[src/rtl/mux8_rr_arbiter_if.sv]
// Request/grant bundle between eight requesters and the shared-mux arbiter.
// The master side drives requests and enable. The slave side (the arbiter) returns grant and select.
interface mux8_rr_arbiter_if;
  logic       enable;
  logic [7:0] req;
  logic [7:0] grant;
  logic [2:0] sel;
  logic       grant_valid;

  modport master (output enable, req, input grant, sel, grant_valid);
  modport slave  (input enable, req, output grant, sel, grant_valid);
endinterface

[src/rtl/mux8_rr_arbiter.sv]
// Round-robin arbiter for a shared 8:1 mux: registered one-hot grant plus 3-bit select.
// A grant is held while its owner keeps requesting, for at most MAX_HOLD cycles.
module mux8_rr_arbiter #(
  parameter int unsigned MAX_HOLD = 4
) (
  input  logic               clk,
  input  logic               rst_n,
  mux8_rr_arbiter_if.slave   bus
);

  typedef enum logic {IDLE, GRANT} state_t;

  localparam logic [3:0] HOLD_LAST = 4'(MAX_HOLD - 1);

  state_t     state, state_nxt;
  logic [2:0] pointer, pointer_nxt;
  logic [3:0] hold_cnt, hold_nxt;
  logic [7:0] grant_nxt;
  logic [2:0] sel_nxt;
  logic       valid_nxt;

  logic [15:0] req_dbl;
  logic [7:0]  rotated;
  logic [2:0]  offset;
  logic        found;
  logic [2:0]  winner;
  logic        take_new;
  logic        go_idle;

  // Rotate requests so that the pointer position becomes bit 0, then pick the lowest set bit.
  always_comb begin
    req_dbl = {bus.req, bus.req} >> pointer;
    rotated = req_dbl[7:0];
    found   = 1'b0;
    offset  = 3'd0;
    for (int i = 7; i >= 0; i--) begin
      if (rotated[i]) begin
        found  = 1'b1;
        offset = 3'(i);
      end
    end
    winner = pointer + offset;
  end

  always_comb begin
    state_nxt   = state;
    pointer_nxt = pointer;
    hold_nxt    = hold_cnt;
    grant_nxt   = bus.grant;
    sel_nxt     = bus.sel;
    valid_nxt   = bus.grant_valid;
    take_new    = 1'b0;
    go_idle     = 1'b0;

    case (state)
      IDLE: begin
        if (bus.enable && found) take_new = 1'b1;
        else                     go_idle  = 1'b1;
      end
      GRANT: begin
        // While in GRANT, sel is the owner's index.
        if (!bus.enable)               go_idle  = 1'b1;
        else if (!bus.req[bus.sel]) begin
          if (found) take_new = 1'b1;
          else       go_idle  = 1'b1;
        end
        else if (hold_cnt < HOLD_LAST) hold_nxt = hold_cnt + 4'd1;
        else                           take_new = 1'b1;
      end
      default: go_idle = 1'b1;
    endcase

    if (take_new) begin
      state_nxt   = GRANT;
      grant_nxt   = 8'b1 << winner;
      sel_nxt     = winner;
      valid_nxt   = 1'b1;
      pointer_nxt = winner + 3'd1;
      hold_nxt    = 4'd0;
    end else if (go_idle) begin
      state_nxt = IDLE;
      grant_nxt = 8'd0;
      valid_nxt = 1'b0;
    end
  end

  always_ff @(posedge clk or negedge rst_n) begin
    if (!rst_n) begin
      state           <= IDLE;
      pointer         <= 3'd0;
      hold_cnt        <= 4'd0;
      bus.grant       <= 8'd0;
      bus.sel         <= 3'd0;
      bus.grant_valid <= 1'b0;
    end else begin
      state           <= state_nxt;
      pointer         <= pointer_nxt;
      hold_cnt        <= hold_nxt;
      bus.grant       <= grant_nxt;
      bus.sel         <= sel_nxt;
      bus.grant_valid <= valid_nxt;
    end
  end

endmodule

[src/flat_wrapper.sv]
// flat-port wrapper written by rule: the top's interface ports become plain ports
module mux8_rr_arbiter_flat 
#(
  parameter int unsigned MAX_HOLD = 4
)
  (clk, rst_n, bus_enable, bus_req, bus_grant, bus_sel, bus_grant_valid);
  mux8_rr_arbiter_if bus_i ();
  input  logic clk;
  input  logic rst_n;
  input wire logic [$bits(bus_i.enable)-1:0] bus_enable;
  input wire logic [$bits(bus_i.req)-1:0] bus_req;
  output wire logic [$bits(bus_i.grant)-1:0] bus_grant;
  output wire logic [$bits(bus_i.sel)-1:0] bus_sel;
  output wire logic [$bits(bus_i.grant_valid)-1:0] bus_grant_valid;
  assign bus_i.enable = bus_enable;
  assign bus_i.req = bus_req;
  assign bus_grant = bus_i.grant;
  assign bus_sel = bus_i.sel;
  assign bus_grant_valid = bus_i.grant_valid;
  mux8_rr_arbiter #(.MAX_HOLD(MAX_HOLD)) u_core (.clk(clk), .rst_n(rst_n), .bus(bus_i));
endmodule
[config.mk]
export PLATFORM = sky130hd
export DESIGN_NAME = mux8_rr_arbiter_flat
export DESIGN_NICKNAME = d
export VERILOG_FILES = /design/src/rtl/mux8_rr_arbiter_if.sv /design/src/rtl/mux8_rr_arbiter.sv /design/src/flat_wrapper.sv
export SDC_FILE = /design/constraint.sdc
export NUM_CORES = 1
export LEC_CHECK = 0
export CORE_MARGIN = 2
export CORE_UTILIZATION = 58
export CTS_CLUSTER_DIAMETER = 40
export DETAILED_ROUTE_END_ITERATION = 10
export PLACE_DENSITY = 0.85
export RECOVER_POWER = 100
export SYNTH_ARGS = -nofsm -noshare
export SYNTH_HDL_FRONTEND = slang
export SYNTH_SLANG_ARGS = --single-unit
export TNS_END_PERCENT = 50
[constraint.sdc]
create_clock -name clk -period 6 [get_ports clk]
set_input_delay 0.6 -clock clk [delete_from_list [all_inputs] [get_ports clk]]
set_output_delay 0.6 -clock clk [all_outputs]
set_load 0.05 [all_outputs]
==> impl_metrics.csv <==
group,metric,value,unit
outcome,status,"complete, no violations",
power,max-vdd-ir-drop,646,µV
timing,rsz0062_at_grt,"false",
critical_path,worstPathCellList,"nor3b_1, nor3_1, nor4_2, nand2b_1, a21oi_1, fa_1, xnor2_1, xnor2_1, ha_1, mux2_1",
synthesis,synth_cell_types,40,
cells_and_area,area_delta_synth_final,13.4,%
clock_tree,clk_latency,310,ps
flow_run,max_cap_viol_count,0,
critical_path,start_kind,"flip-flop",
timing,fin_crit,4020,ps
synthesis,syn_inst,162,
timing,finalHoldWorstSlack,492,ps
critical_path,cp.arrival,4220,ps
timing,maxSlewHeadroom,38.3,%
drt,vias,1301,
synthesis,syn_nets,181,
critical_path,cpPeakStageDelay,960,ps
timing,tns,0,ps
global_route,grt_pass1_wl,6.11,mm
critical_path,crit_slowest_cell,"dfrtp_1",
drt,drt-initial-drc-count,50,
drt,drc_errors,0,
clock_tree,cts_num_sinks,19,
cells_and_area,fin_nets,195,
clock_tree,cts-hold-fix-buffers,0,
global_route,grt_max_degree,35,
power,leakage,0.000716,µW
synthesis,ys.flop_type,"dfrtp_1",
synthesis,synth-seq-area-share,30.8,%
die,io_pins,23,
critical_path,crit_required,6200,ps
global_route,grt_pass1_vias,1254,
cells_and_area,multi_input_area,957,µm²
clock_tree,cts_resized,0,
drt,antenna_left,0,
critical_path,crit_type,"reg2reg",
die,start_util,61.7,%
timing,hold_violations,0,
critical_path,crit_top_cell,"xnor2_1",
global_route,globalRouteOverflowTotal,0,
timing,setup-violations-final,0,
global_route,grt_antenna_before_repair,0,
synthesis,syn-cell-area,0.00154,mm²
synthesis,synth_edf_count,0,
synthesis,ys_warn_count,0,
place,port_buffers,22,
place,hpwl,2.61,mm
die,rows,18,
clock_tree,clkSlewWorstSetupHoldPaths,110,ps
critical_path,end_kind,"flip-flop",
die,core,0.00250,mm²
synthesis,async_flop_share,100,%
clock_tree,cts_tree,"built",
die,die_h,55.6,µm
synthesis,avgSynthCellArea,9.52,µm²
timing,fin_crit_sh,67.0,%
place,gp_congestion,0.929,
timing,maxSlewViolCount,0,
timing,fin_skew,2.27,ps
drt,drt_pre_antenna_iters,4,
cells_and_area,layout_common_cells,"nor3_1 (19), dfrtp_1 (19), dlygate4sd3_1 (13)",
timing,worst_pin_slew,926,ps
synthesis,ys_ff_latch,19,
cells_and_area,drive_above_1_share,9.14,%
clock_tree,cts.path.max_buffers,2,
cells_and_area,antenna_cells,0,
cells_and_area,fill_cells,202,
drt,wirelength,3.47,mm
global_route,grt_usage,24.6,%
timing,fmax,0.249,GHz
power,power_density,598,mW/mm²
clock_tree,cts-root-buf,"clkbuf_4",
critical_path,cp_max_fo,34,
drt,via_per_inst,6.35,
die,die_x,55.6,µm
min_path,hp-class,"reg2reg",
clock_tree,cts_buffers,3,
drt,wl_per_cell,16.9,µm
clock_tree,post_cts_buffers,0,
die,fp.dieArea,0.00309,mm²
cells_and_area,regArea,475,µm²
clock_tree,cts_htree_levels,1,
## flip-flops by register name, indices dropped and copies added, names as in the netlist
| signal | count |
|---|---|
| u_core.bus.grant_valid | 1 |
| u_core.bus.grant | 8 |
| u_core.hold_cnt | 4 |
| u_core.bus.sel | 3 |
| u_core.pointer | 3 |
## cell usage after synthesis (3+ instances only)
cell type	number	area, µm²
mux2i_1	3	30.0
o21ai_1	5	25.0
dfrtp_1	19	475
nor3b_1	6	45.0
inv_1	5	18.8
nor4_1	7	43.8
nand2_1	4	15.0
ha_1	7	87.6
o21ai_0	3	15.0
nor2b_1	9	56.3
nand3_1	5	25.0
nand2b_1	8	50.1
buf_2	9	45.0
a32o_1	3	30.0
a211oi_1	3	22.5
and3b_1	4	35.0
nor3_1	19	95.1
nand3b_1	4	30.0
a21oi_1	3	15.0
mux2_1	5	56.3
clkbuf_1	4	15.0
## report_power, final
group	switching, µW	internal [µW]
Clock	42.4	24.9
Combinational	416	317
Sequential	77.7	167
Total	536	509
## final timing paths
kind / slack [ps] / end / cells past startpoint / from
worst max-delay path: 1980 / u_core.pointer[2]$_DFFE_PN0P_ / 10 / u_core.pointer[1]$_DFFE_PN0P_
worst min-delay path: 490 / u_core.hold_cnt[0]$_DFFE_PN0P_ / 1 / u_core.hold_cnt[0]$_DFFE_PN0P_
worst max register to register: 1980 / u_core.pointer[2]$_DFFE_PN0P_ / 10 / u_core.pointer[1]$_DFFE_PN0P_
worst min register to register: 490 / u_core.hold_cnt[0]$_DFFE_PN0P_ / 1 / u_core.hold_cnt[0]$_DFFE_PN0P_
max in group asynchronous: 4640 / u_core.bus.grant[6]$_DFFE_PN0P_ / 1 / rst_n
min in group asynchronous: 830 / u_core.hold_cnt[0]$_DFFE_PN0P_ / 1 / rst_n
## final cells by class
type	instances	share of cell area (%)
clock buffers	3	1.29
clock inverters	1	0.286
inverters	5	1.07
multi-input cells	123	54.8
flip-flops and latches	19	27.2
well taps	30	2.15
repair buffers	24	13.2
## kinds of logic (layout without fill, tap and decap cells)
kind of cell	after synthesis	count (layout)	synth area share (%)
simple gates	76	76	31.9
compound gates	26	26	12.8
buf+inv	20	33	6.57
flops	19	19	30.8
mux	11	11	9.25
fa+ha+maj	8	8	6.98
xor+xnor	2	2	1.62
## metrics by stage
stage          power, µW  util, %  instances  worst slack (ps)  area [µm²]
2_1_floorplan        838        -        162              2690        1540
5_1_grt             1150     69.9        205              1570        1750
4_1_cts             1080     70.6        205              2150        1770
6_report            1040     69.9        205              1980        1750
3_5_place_dp        1010     69.5        201              1900        1740
3_3_place_gp         962     69.5        201              2000        1740
## critical path, delay by kind of cell (launching register included)
kind | cells | cell delay (ps)
AO/OA/AOI/OAI | 1 | 100
adder cells (fa/ha/maj) | 2 | 750
AND/OR/NAND/NOR | 4 | 1100
flip-flops | 1 | 960
multiplexers | 1 | 270
XOR/XNOR | 2 | 700
## per-layer routing
layer | track usage [%] | vias up | part of all wire (%)
met5 | 0 | - | 0
met4 | 6.97 | 0 | 1.6
met3 | 5.15 | 8 | 4.4
met2 | 36.6 | 41 | 48
met1 | 36.1 | 618 | 46
li1 | - | 634 | -
No activity file was read; power rests on OpenSTA's default activity.
